===== config.mk =====
export PLATFORM = sky130hd
export DESIGN_NAME = top_proc
export DESIGN_NICKNAME = d
export VERILOG_FILES = /design/src/rtl/top_proc_pkg.sv /design/src/rtl/top_proc_alu.sv /design/src/rtl/top_proc.sv
export SDC_FILE = /design/constraint.sdc
export NUM_CORES = 1
export LEC_CHECK = 0
export ABC_AREA = 1
export BUFFER_PORTS_ARGS = -buffer_cell sky130_fd_sc_hd__buf_2
export CORE_MARGIN = 8
export CORE_UTILIZATION = 25
export CTS_BUF_LIST = sky130_fd_sc_hd__clkbuf_8
export CTS_CLUSTER_DIAMETER = 100
export CTS_CLUSTER_SIZE = 20
export DETAILED_ROUTE_END_ITERATION = 8
export PLACE_DENSITY = 0.45
export SLEW_MARGIN = 20
export SYNTH_ARGS = -nofsm -noshare
export SYNTH_HDL_FRONTEND = slang
export SYNTH_SLANG_ARGS = --single-unit

===== constraint.sdc =====
create_clock -name clk -period 1.57 [get_ports clk]
set_input_delay 0.157 -clock clk [delete_from_list [all_inputs] [get_ports clk]]
set_output_delay 0.157 -clock clk [all_outputs]
set_load 0.03 [all_outputs]

===== src/rtl/top_proc_pkg.sv =====
// top_proc_pkg: opcodes and frame geometry shared by the bit-serial accumulator processor
package top_proc_pkg;
    localparam int OPW = 3;
    localparam logic [OPW-1:0] OP_LOAD = 3'b000;
    localparam logic [OPW-1:0] OP_ADD  = 3'b001;
    localparam logic [OPW-1:0] OP_SUB  = 3'b010;
    localparam logic [OPW-1:0] OP_AND  = 3'b011;
    localparam logic [OPW-1:0] OP_OR   = 3'b100;
    localparam logic [OPW-1:0] OP_XOR  = 3'b101;
    localparam logic [OPW-1:0] OP_NOT  = 3'b110;
    localparam logic [OPW-1:0] OP_OUT  = 3'b111;

    function automatic int frame_len(input int n);
        return n + OPW;
    endfunction
endpackage


===== src/rtl/top_proc_alu.sv =====
// top_proc_alu: next accumulator value for one decoded instruction
module top_proc_alu
    import top_proc_pkg::*;
#(
    parameter int N = 2
) (
    input  logic [OPW-1:0] op_i,
    input  logic [N-1:0]   acc_i,
    input  logic [N-1:0]   operand_i,
    output logic [N-1:0]   acc_o
);
    always_comb begin
        acc_o = acc_i;
        case (op_i)
            OP_LOAD: acc_o = operand_i;
            OP_ADD:  acc_o = acc_i + operand_i;
            OP_SUB:  acc_o = acc_i - operand_i;
            OP_AND:  acc_o = acc_i & operand_i;
            OP_OR:   acc_o = acc_i | operand_i;
            OP_XOR:  acc_o = acc_i ^ operand_i;
            OP_NOT:  acc_o = ~acc_i;
            default: acc_o = acc_i;
        endcase
    end
endmodule


===== src/rtl/top_proc.sv =====
// top_proc: bit-serial accumulator processor; deserialises frames, executes on the
// last frame bit and serialises the accumulator on OUT
module top_proc
    import top_proc_pkg::*;
#(
    parameter int N = 2
) (
    input  logic clk,
    input  logic rst,
    input  logic data,
    output logic write,
    output logic result
);
    localparam int FL  = frame_len(N);
    localparam int CW  = $clog2(FL);
    localparam int OCW = $clog2(N + 1);

    logic [CW-1:0]  cnt_q;
    logic [FL-2:0]  sr_q;
    logic [N-1:0]   acc_q, acc_d, out_q;
    logic [OCW-1:0] ocnt_q;
    logic           write_q;
    logic [FL-1:0]  frame;
    logic           last;

    // the live bit completes the frame, so execution has zero latency
    assign frame  = {sr_q, data};
    assign last   = cnt_q == CW'(FL - 1);
    assign write  = write_q;
    assign result = write_q & out_q[N-1];

    top_proc_alu #(.N(N)) u_alu (
        .op_i      (frame[FL-1 -: OPW]),
        .acc_i     (acc_q),
        .operand_i (frame[N-1:0]),
        .acc_o     (acc_d)
    );

    always_ff @(posedge clk) begin
        if (rst) begin
            cnt_q   <= '0;
            sr_q    <= '0;
            acc_q   <= '0;
            out_q   <= '0;
            ocnt_q  <= '0;
            write_q <= 1'b0;
        end else begin
            cnt_q <= last ? '0 : cnt_q + 1'b1;
            sr_q  <= frame[FL-2:0];
            if (last)
                acc_q <= acc_d;
            if (last && frame[FL-1 -: OPW] == OP_OUT) begin
                out_q   <= acc_q;
                ocnt_q  <= OCW'(N);
                write_q <= 1'b1;
            end else if (ocnt_q != '0) begin
                out_q   <= out_q << 1;
                ocnt_q  <= ocnt_q - 1'b1;
                write_q <= ocnt_q != OCW'(1);
            end else begin
                write_q <= 1'b0;
            end
        end
    end
endmodule


; ---- Word-level counts from Yosys, hierarchy flattened
; Index checks and enable logic that the tools add are counted.
[totals]
inputBits = 3
ff_bits = 14
wordCells = 40
output_inout_bits = 2
[op_classes]
bitwise_logic = 5
n_reduce_logical = 8
n_mux = 7
add_sub_neg = 4
n_eq_ne = 9
[op_table]
columns = cell, count
row1 = $eq 3x3->1 const B, 5
row2 = $pmux 2 s7, 1
row3 = $mux 2, 4
row4 = $reduce_bool 7->1, 1
row5 = $eq 3x2->1 const B, 2
row6 = $reduce_bool 2->1, 2
row7 = $reduce_or 2->1, 2
row8 = $add 3x1->3 const B, 1
row9 = $eq 3x1->1 const B, 1
row10 = $logic_not 3->1, 1
row11 = $add 2x2->2, 1
row12 = $and 2x2->2, 1
row13 = $mux 1, 2
row14 = $ne 2x1->1 const B, 1
row15 = $not 2->2, 1
row16 = $or 2x2->2, 1
row17 = $reduce_and 2->1, 1
row18 = $sub 2x1->2 const B, 1
row19 = $sub 2x2->2, 1
row20 = $xor 2x2->2, 1
row21 = $and 1x1->1, 1
row22 = $logic_and 1x1->1, 1

; ---- Depth between registers and ports, before layout
; Gate-level depths: netlist of run 1.
[logic_depth]
ltp_word = 3
mapped_depth = 11
mapped_depth_nobuf = 11

; ---- Hierarchy
; Synthesis of run 1 repeated with hierarchy kept, for this count alone.
[unflattened]
cells_unflattened = 120
area_unflattened_um2 = 827.0
[modules_own_cells]
columns = module, area_each_um2, cells_each, instances
row1 = top_proc, 544.3, 68, 1
row2 = top_proc_alu, 282.8, 52, 1

; ---- Worst setup path before layout of run 1
; Ideal clock, no wire load.
[synth_timing]
kind = register to register
start = register acc_q[1]
end = register acc_q[1]
setup_slack_ns = 0.377
setup_ns = 0.135
path_stages_with_launch = 9
arrival_time_ns = 1.058
period_less_slack_ns = 1.193
required_time_ns = 1.435
path_cell_list = dfxtp_1 inv_1 ha_1 nand3_1 o21ai_1 nor2_1 nand2_1 nand2_1 a21oi_2
[synth_via]
elab_chain_len = 2
[synth_rtl]
columns = element, line_no
row1 = "start, declared", top_proc.sv:20  ; logic [N-1:0] acc_q, acc_d, out_q;
row2 = "start signal, assigned", top_proc.sv:43  ; acc_q <= '0;
row3 = "start signal, assigned", top_proc.sv:51  ; acc_q <= acc_d;
row4 = "$sub 2x2->2, or another cell as far along", top_proc_alu.sv:17  ; OP_SUB: acc_o = acc_i - operand_i;
row5 = $pmux 2 s7 *, top_proc_alu.sv:14  ; case (op_i)
; Mark *: on every way between the ends. The rest lies on a longest branch, timed or not.
; A chain may end at the register's enable or synchronous reset.

; ---- Worst setup path after layout of run 1
[layout_timing]
start = register acc_q[0]
end = register acc_q[1]
[layout_via]
elab_chain_len = 2
[layout_rtl]
columns = element, line_no
row1 = $sub 2x2->2 or $add 2x2->2 (tied branches), "top_proc_alu.sv:17, top_proc_alu.sv:16"
row2 = $pmux 2 s7 *, top_proc_alu.sv:14
; Marks and branches as above.

==> metrics.sh, run 1 <==
POST_ROUTE_CELLS_DRIVE_ABOVE_1_SHARE=0.175
REPORT.FINAL.SETUP_VIOL=0
SYN-INSTANCE-COUNT=109
SYNTHESIS.NETS=119
IO_BUFFER_COUNT=4
SLOWEST_LIBRARY_CELL_ON_THE_WORST_PATH='sky130_fd_sc_hd__dfxtp_1'
CTS-BUFFERS-INSERTED=3
NUMPLACEDINSTANCES=156
DRT_PRE_ANTENNA_ITERS=4
SYNTH_TOP_CELLS_BY_COUNT='23 x sky130_fd_sc_hd__nand2_1, 15 x sky130_fd_sc_hd__inv_1, 14 x sky130_fd_sc_hd__dfxtp_1'
AREA_OVERHEAD_VS_SYNTH_PCT=12.9
CLASSIFICATION_OF_THE_WORST_SLACK_HOLD_PATH='input port to flip-flop'
CTS-HTREE-LEVELS=1
FINAL_UTIL=0.285
FIN_CRIT_SHARE=0.845
TIGHTEST_SLEW_PS=353
SYNTH-MAIN-FF-CELL='sky130_fd_sc_hd__dfxtp_1'
CLOCK_TREE.ROOT_CELL='sky130_fd_sc_hd__clkbuf_8'
PWR_DENSITY_CELL_nW_PER_UM2=864
CRITICAL_PATH_ARRIVAL_PS=1510
YS_SEQ_ELEMENTS=14
SYNTHMOSTINSTANTIATEDCELL='sky130_fd_sc_hd__nand2_1'
START_UTIL=0.253
CTS.SINK_COUNT=14
ANTENNA_FOUND_INITIAL=0
ROUTED-VIA-COUNT=645
TIMING.FINAL.CRIT_PERIOD_PS=1330
TOTAL_POWER_uW=803
FINAL_HPWL_FROM_DETAILED_PLACEMENT_MM=1.16
POST-ROUTE-DRC-COUNT=0
CRITICAL_PATH.TOP_DELAY_FAMILY='simple AND/OR/NAND/NOR gates'
LEAKAGE_POWER_nW=0.457
SYNTH_AREA_LEADER_CELL='sky130_fd_sc_hd__dfxtp_1'
INSERTION_DELAY_PS=240
HOLD_BUFFERS=0
CTS_TREE='yes'
SYNTH.YOSYS.WARNINGS=0
IO_PINS=5
PLACE.GP.CONGESTION=0.902
YOSYS.CELL_TYPES.COUNT=28
WORST_SETUP_PATH_END_KIND='flip-flop'
POST-CTS-SETUP-BUFFER-COUNT=0
SYN_AREA_PER_CELL_UM2=7.55
NON_FILLER_CELLS_IN_THE_FINISHED_LAYOUT=160
CLK_TRANSITION_REPORTED_PATHS_PS=60
WORST-ENDPOINT-REQUIRED_PS=1750
CTSRESIZECOUNT=0
GLOBALROUTEOVERFLOWTOTAL=0
GRT_PASS1_VIAS=705
COREAREA_UM2=3260
MAXCAPVIOLCOUNT=0
FINAL_ANT_VIOL_NETS=0
SYNTH_ENABLE_FLOP_CELLS=0
REPORT.FINAL.SLEW_VIOL_COUNT=0
CRITICAL_PATH.STARTPOINT_TYPE='flip-flop'
FIN_NETS=125
WORST_CLOCK_SKEW_PS=2.66
GRT_MAX_DEGREE=11
PATH_CLASS='flip-flop to flip-flop'
GRT_FIRST_PASS_WIRELENGTH_MM=2.87
DIE_W_UM=73.4
AVGVIACOUNTPERCELL=4.03
DRT-WIRELENGTH-PER-CELL_UM=9.05
AGGREGATE_NEGATIVE_SETUP_SLACK_PS=0
CRITICAL_PATH_PEAK_FANOUT=5
NETLIST_TOP_CELLS_AREA='sky130_fd_sc_hd__dfxtp_1 34%, sky130_fd_sc_hd__ha_1 11%, sky130_fd_sc_hd__nand2_1 10%, sky130_fd_sc_hd__inv_1 6.8%, sky130_fd_sc_hd__nor2_1 5.5%'
COMBINED_BUFFER_AND_INVERTER_COUNT_ALONG_THE_CRITICAL_PATH=2
WORST_SLEW_MARGIN_REL=0.764
STATUS='completed'
SLOWEST_DELAY_PS=400
SETUP_REPAIR_AFTER_GLOBAL_ROUTING_MISSED_ITS_MARGIN='no'
WIRELENGTH_MM=1.45
ROWS=21
GRTUSAGETOTAL=0.0674
POST_SYNTH_INSTANCE_AREA_UM2=823
DIE_AREA_UM2=5390
DRT-INITIAL-DRC-COUNT=17
WORSTPATHCELLLIST='inv_1 > ha_1 > inv_1 > nand3_1 > nand2_1 > nand2_1 > nand2_1 > nand2_1 > nand2_1 > nand2_1 > a21oi_2'
CLOCKBUFFERDEPTH=2
PATH_COMMON_CELL='sky130_fd_sc_hd__nand2_1'
DIEHEIGHT_UM=73.4
VDD_DROP_MAX_uV=536
SYNTH_SEQUENTIAL_AREA_RATIO=0.340
SYNTH.TOP_CELL.AREA_SHARE=0.340
SYNTH_ASYNC_SR_FLOP_SHARE=0
TIMING_HOLD_VIOLATIONS_FINAL=0
FMAX_MHz=754
ANTENNA-DIODE-COUNT=0
worst paths after layout:
| kind | startpoint | to | slack, ps | depth (start not counted) |
|---|---|---|---|---|
| worst max-delay path | acc_q[0] | acc_q[1] | 240 | 11 |
| worst min-delay path | rst | acc_q[1] | 220 | 2 |
| worst max register to register | acc_q[0] | acc_q[1] | 240 | 11 |
| worst min register to register | cnt_q[0] | cnt_q[0] | 450 | 1 |
stage by stage:
stage	instance area, um^2	hold slack, ps	setup WS (ps)
floorplan	823	296	377
detailed placement	875	440	251
finish	930	218	244
global route	930	246	23.2
global placement	875	431	249
CTS	930	221	236
cell families (layout without fill, tap and decap cells):
logic type / Yosys count / in the layout / synth area share
xor+xnor: 1 / 1 / 0.0106
flops: 14 / 14 / 0.340
compound gates: 13 / 13 / 0.106
simple gates: 53 / 53 / 0.319
fa+ha+maj: 7 / 7 / 0.106
buf+inv: 21 / 26 / 0.117
cell type report:
cell class                 instances  area, um^2
timing repair buffer               4        20.0
multi-input combinational         74         447
tap                               46        57.6
sequential                        14         280
inverter                          18        70.1
fill                             385        2330
clock buffer                       4        55.1
where the power goes:
part	switching [mW]	total, mW	internal [mW]
Clock	0.123	0.345	0.222
Combinational	0.0462	0.0761	0.0299
Sequential	0.0126	0.382	0.369
Total	0.182	0.803	0.621
routing by layer:
layer  up-vias  routed length (um)  part of all wire  track usage
met2         8                 673              0.46        0.116
met1       280                 710              0.49       0.0704
li1        353                   -                 -            -
met4         0                  29             0.020       0.0466
met3         4                  34             0.023       0.0164
met5         -                   0                 0            0
state kept, by name, summed over array words and instances (netlist names):
| name | count |
|---|---|
| out_q | 2 |
| ocnt_q | 2 |
| acc_q | 2 |
| sr_q | 4 |
| cnt_q | 3 |
| write | 1 |
placed cells by master, fill, tap and decap left out, types with 2 or more instances in the layout:
cell type	synthesis	layout
sky130_fd_sc_hd__nand2_1	23	23
sky130_fd_sc_hd__ha_1	7	7
sky130_fd_sc_hd__nand3_1	6	6
sky130_fd_sc_hd__buf_2	0	4
sky130_fd_sc_hd__inv_2	2	2
sky130_fd_sc_hd__nor2_1	12	12
sky130_fd_sc_hd__o21ai_1	2	2
sky130_fd_sc_hd__nand4_1	2	2
sky130_fd_sc_hd__a21oi_1	4	4
sky130_fd_sc_hd__a31oi_1	2	2
sky130_fd_sc_hd__nand2_2	3	3
sky130_fd_sc_hd__clkbuf_8	0	4
sky130_fd_sc_hd__dfxtp_1	14	14
sky130_fd_sc_hd__inv_1	15	15
Note: power is estimated with default switching activity, not from simulation.
==> run 2: changes to the inputs <==
==> constraint.sdc (replaced) <==
create_clock -name clk -period 1.3 [get_ports clk]
set_input_delay 0.13 -clock clk [delete_from_list [all_inputs] [get_ports clk]]
set_output_delay 0.13 -clock clk [all_outputs]
set_load 0.03 [all_outputs]
==> run 2 against run 1 <==
Compared with the run above:
- utilization is 3.6 points higher
- global-route usage barely moved
- first-iteration DRC count down 5.9%
- sequential cell count is the same
- non-clock buffer count grew 5
- routed wire length grew 14%
- final cell count rose by 3.1%
- via count rose by 6.0%
- die area is the same
- fmax rose by 8.2%
- critical path type unchanged
==> metrics.sh, run 2 (synthesized netlist as in run 1, its figures left out) <==
CLOCKBUFFERDEPTH=2  # unchanged
CTS-HTREE-LEVELS=1  # unchanged
CLOCK_TREE.ROOT_CELL='sky130_fd_sc_hd__clkbuf_8'
ANTENNA-DIODE-COUNT=0  # unchanged
CLASSIFICATION_OF_THE_WORST_SLACK_HOLD_PATH='input port to flip-flop'
GLOBALROUTEOVERFLOWTOTAL=0  # unchanged
VDD_DROP_MAX_uV=580  # +8.2%
FIN_NETS=130  # +4.0%
INTERNAL_POWER_uW=760  # +22%
TIMING.FINAL.CRIT_PERIOD_PS=1230  # -101 ps
LEAKAGE_POWER_nW=0.503  # +10%
AREA_OVERHEAD_VS_SYNTH_PCT=27.2
COMMONEST_NON_FILL_NON_TAP_CELL_IN_THE_LAYOUT='sky130_fd_sc_hd__nand2_1'
SLOWEST_DELAY_PS=320  # -80 ps
REPORT.FINAL.SLEW_VIOL_COUNT=0  # unchanged
CRITICAL_PATH.STARTPOINT_TYPE='flip-flop'
AVGVIACOUNTPERCELL=4.15  # +2.8%
SLOWEST_LIBRARY_CELL_ON_THE_WORST_PATH='sky130_fd_sc_hd__dfxtp_1'
CRITICAL_PATH_ARRIVAL_PS=1400  # -110 ps
TIGHTEST_SLEW_PS=228  # -125 ps
FINALINSTANCEAREA_UM2=1050  # +13%
WORST-ENDPOINT-REQUIRED_PS=1470  # -280 ps
POST_ROUTE_CELLS_DRIVE_ABOVE_1_SHARE=0.378  # +0.203
FINAL_UTIL=0.321  # +0.0361
WORST_HOLD_SLACK_PS=194  # -24.7 ps
PWR_DENSITY_CELL_nW_PER_UM2=948  # +9.8%
MIN_PATH_CELLS=2  # unchanged
MAXCAPVIOLCOUNT=0  # unchanged
WORSTPATHCELLLIST='inv_1 > ha_2 > nand2_4 > inv_2 > nand2_2 > a31oi_2 > nand2_1 > a21oi_2'
DRT_PRE_ANTENNA_ITERS=4  # unchanged
ANTENNA_FOUND_INITIAL=0  # unchanged
PLACEDINSTANCEAREA_UM2=905  # +3.4%
GRT_FIRST_PASS_WIRELENGTH_MM=2.87  # unchanged
IO_PINS=5  # unchanged
HOLD_BUFFERS=0  # unchanged
ROUTED-VIA-COUNT=684  # +6.0%
TOP_REGISTER='sr_q'
REPORT.FINAL.SETUP_VIOL=0  # unchanged
SLACK_OF_THE_WORST_REG_TO_REG_PATH_PS=70  # -170 ps
DIEHEIGHT_UM=73.4  # unchanged
R2R_START='cnt_q[0]'
FIN_CRIT_SHARE=0.942  # +0.0979
CTS.SINK_COUNT=14  # unchanged
DRT-INITIAL-DRC-COUNT=16  # -1
INSERTION_DELAY_PS=240  # about the same
GRT_PASS1_VIAS=703  # -0.28%
COREAREA_UM2=3260  # unchanged
FINAL_ANT_VIOL_NETS=0  # unchanged
P_CLK_FRAC=0.417  # -0.013
LARGEST_REG_FLOPS=4  # unchanged
WORST_SETUP_PATH_END_KIND='flip-flop'
WORST_HOLD_ENDPOINT='acc_q[1]'
MOST-COMMON-LAYOUT-CELLS='20 x sky130_fd_sc_hd__nand2_1, 12 x sky130_fd_sc_hd__nor2_1, 9 x sky130_fd_sc_hd__inv_1, 8 x sky130_fd_sc_hd__dfxtp_1, 6 x sky130_fd_sc_hd__inv_2'
CRITICAL_PATH.TOP_DELAY_FAMILY='flip-flops'
STATUS='completed'
CTS_TREE='yes'
CLK_TRANSITION_REPORTED_PATHS_PS=60  # about the same
SEQPWRFRAC=0.462  # -0.013
COMBINATIONALPOWERSHARE=0.120  # +0.025
TIMING_HOLD_VIOLATIONS_FINAL=0  # unchanged
R2R-END='acc_q[1]'
DRT-WIRELENGTH-PER-CELL_UM=10.0  # +10%
SWITCHING_SHARE=0.234  # +0.00768
ROWS=21  # unchanged
TOTAL_POWER_uW=993  # +24%
CRITICAL_PATH_PEAK_FANOUT=4  # -1
WIRELENGTH_MM=1.65  # +14%
START_UTIL=0.253  # unchanged
REGISTER_AREA_UM2=295  # +5.4%
SW_PWR_uW=233  # +28%
PLACE.GP.CONGESTION=0.818  # -9.3%
LAYOUT.FILLER_CELLS=385  # unchanged
DIE_W_UM=73.4  # unchanged
DIE_AREA_UM2=5390  # unchanged
GRTUSAGETOTAL=0.0677  # +0.000300
LAYOUT_TOP_REGISTERS='sr_q (4), cnt_q (3)'
GRT_MAX_DEGREE=11  # unchanged
FINAL_HPWL_FROM_DETAILED_PLACEMENT_MM=1.33  # +14%
WORSTREGTOREGCELLS=8  # -3
FMAX_MHz=816  # +8.2%
CTS-BUFFERS-INSERTED=3  # unchanged
COMBINED_BUFFER_AND_INVERTER_COUNT_ALONG_THE_CRITICAL_PATH=2  # unchanged
WORST_SLEW_MARGIN_REL=0.846  # +0.0823
WORST_CLOCK_SKEW_PS=3.83  # +1.17 ps
PATH_CLASS='flip-flop to flip-flop'
IO_BUFFER_COUNT=4  # unchanged
HOLD_PATH.STARTPOINT='rst'
POST-ROUTE-DRC-COUNT=0  # unchanged
MULTI_INPUT_AREA_UM2=503  # +13%
run 2: changes by cell type in the layout (fill, tap and decap cells not counted), sizes merged:
cell	change
buf	+5
run 2: per-stage QoR:
step / instances / setup slack (ps) / TNS [ps]
2_1_floorplan: 109 / 107 / 0
3_3_place_gp: 160 / -27.4 / -27.4
3_5_place_dp: 160 / -30.3 / -30.3
4_1_cts: 164 / 13.3 / 0
5_1_grt: 165 / -11.1 / -11.1
6_report: 165 / 74.8 / 0
run 2: layout make-up:
cell class / count / area share
Clock buffer: 4 / 0.0526
Inverter: 18 / 0.0717
Multi-Input combinational cell: 74 / 0.480
Sequential cell: 14 / 0.282
Tap cell: 46 / 0.0550
Timing Repair Buffer: 9 / 0.0585
run 2: routing by layer:
metal,share of wire,global-route usage,vias up
li1,-,-,363
met1,0.47,0.0712,316
met2,0.51,0.125,3
met3,0.015,0.0123,2
met4,0.0024,0.0333,0
met5,0,0,-
run 2: power by group through the flow:
stage	clock network [mW]	logic [mW]	registers (mW)
floorplan	0	0.0805	0.465
detailed placement	0	0.102	0.470
global route	0.450	0.139	0.461
finish	0.414	0.119	0.459
global placement	0	0.0986	0.468
CTS	0.437	0.102	0.460
run 2: timing repair:
action,CTS,global route
resized for setup,1,28
buffers inserted,0,1
endpoints found under the setup margin,1,5
pin swaps,0,9
run 2: worst max path at each step:
stage	slack [ps]	from	to	cells after the start
detailed placement	-30	sr_q[0]	acc_q[1]	8
CTS	10	sr_q[0]	acc_q[1]	8
floorplan	110	acc_q[1]	acc_q[1]	8
global placement	-30	sr_q[0]	acc_q[1]	8
finish	70	cnt_q[0]	acc_q[1]	8
global route	-10	acc_q[1]	acc_q[1]	11
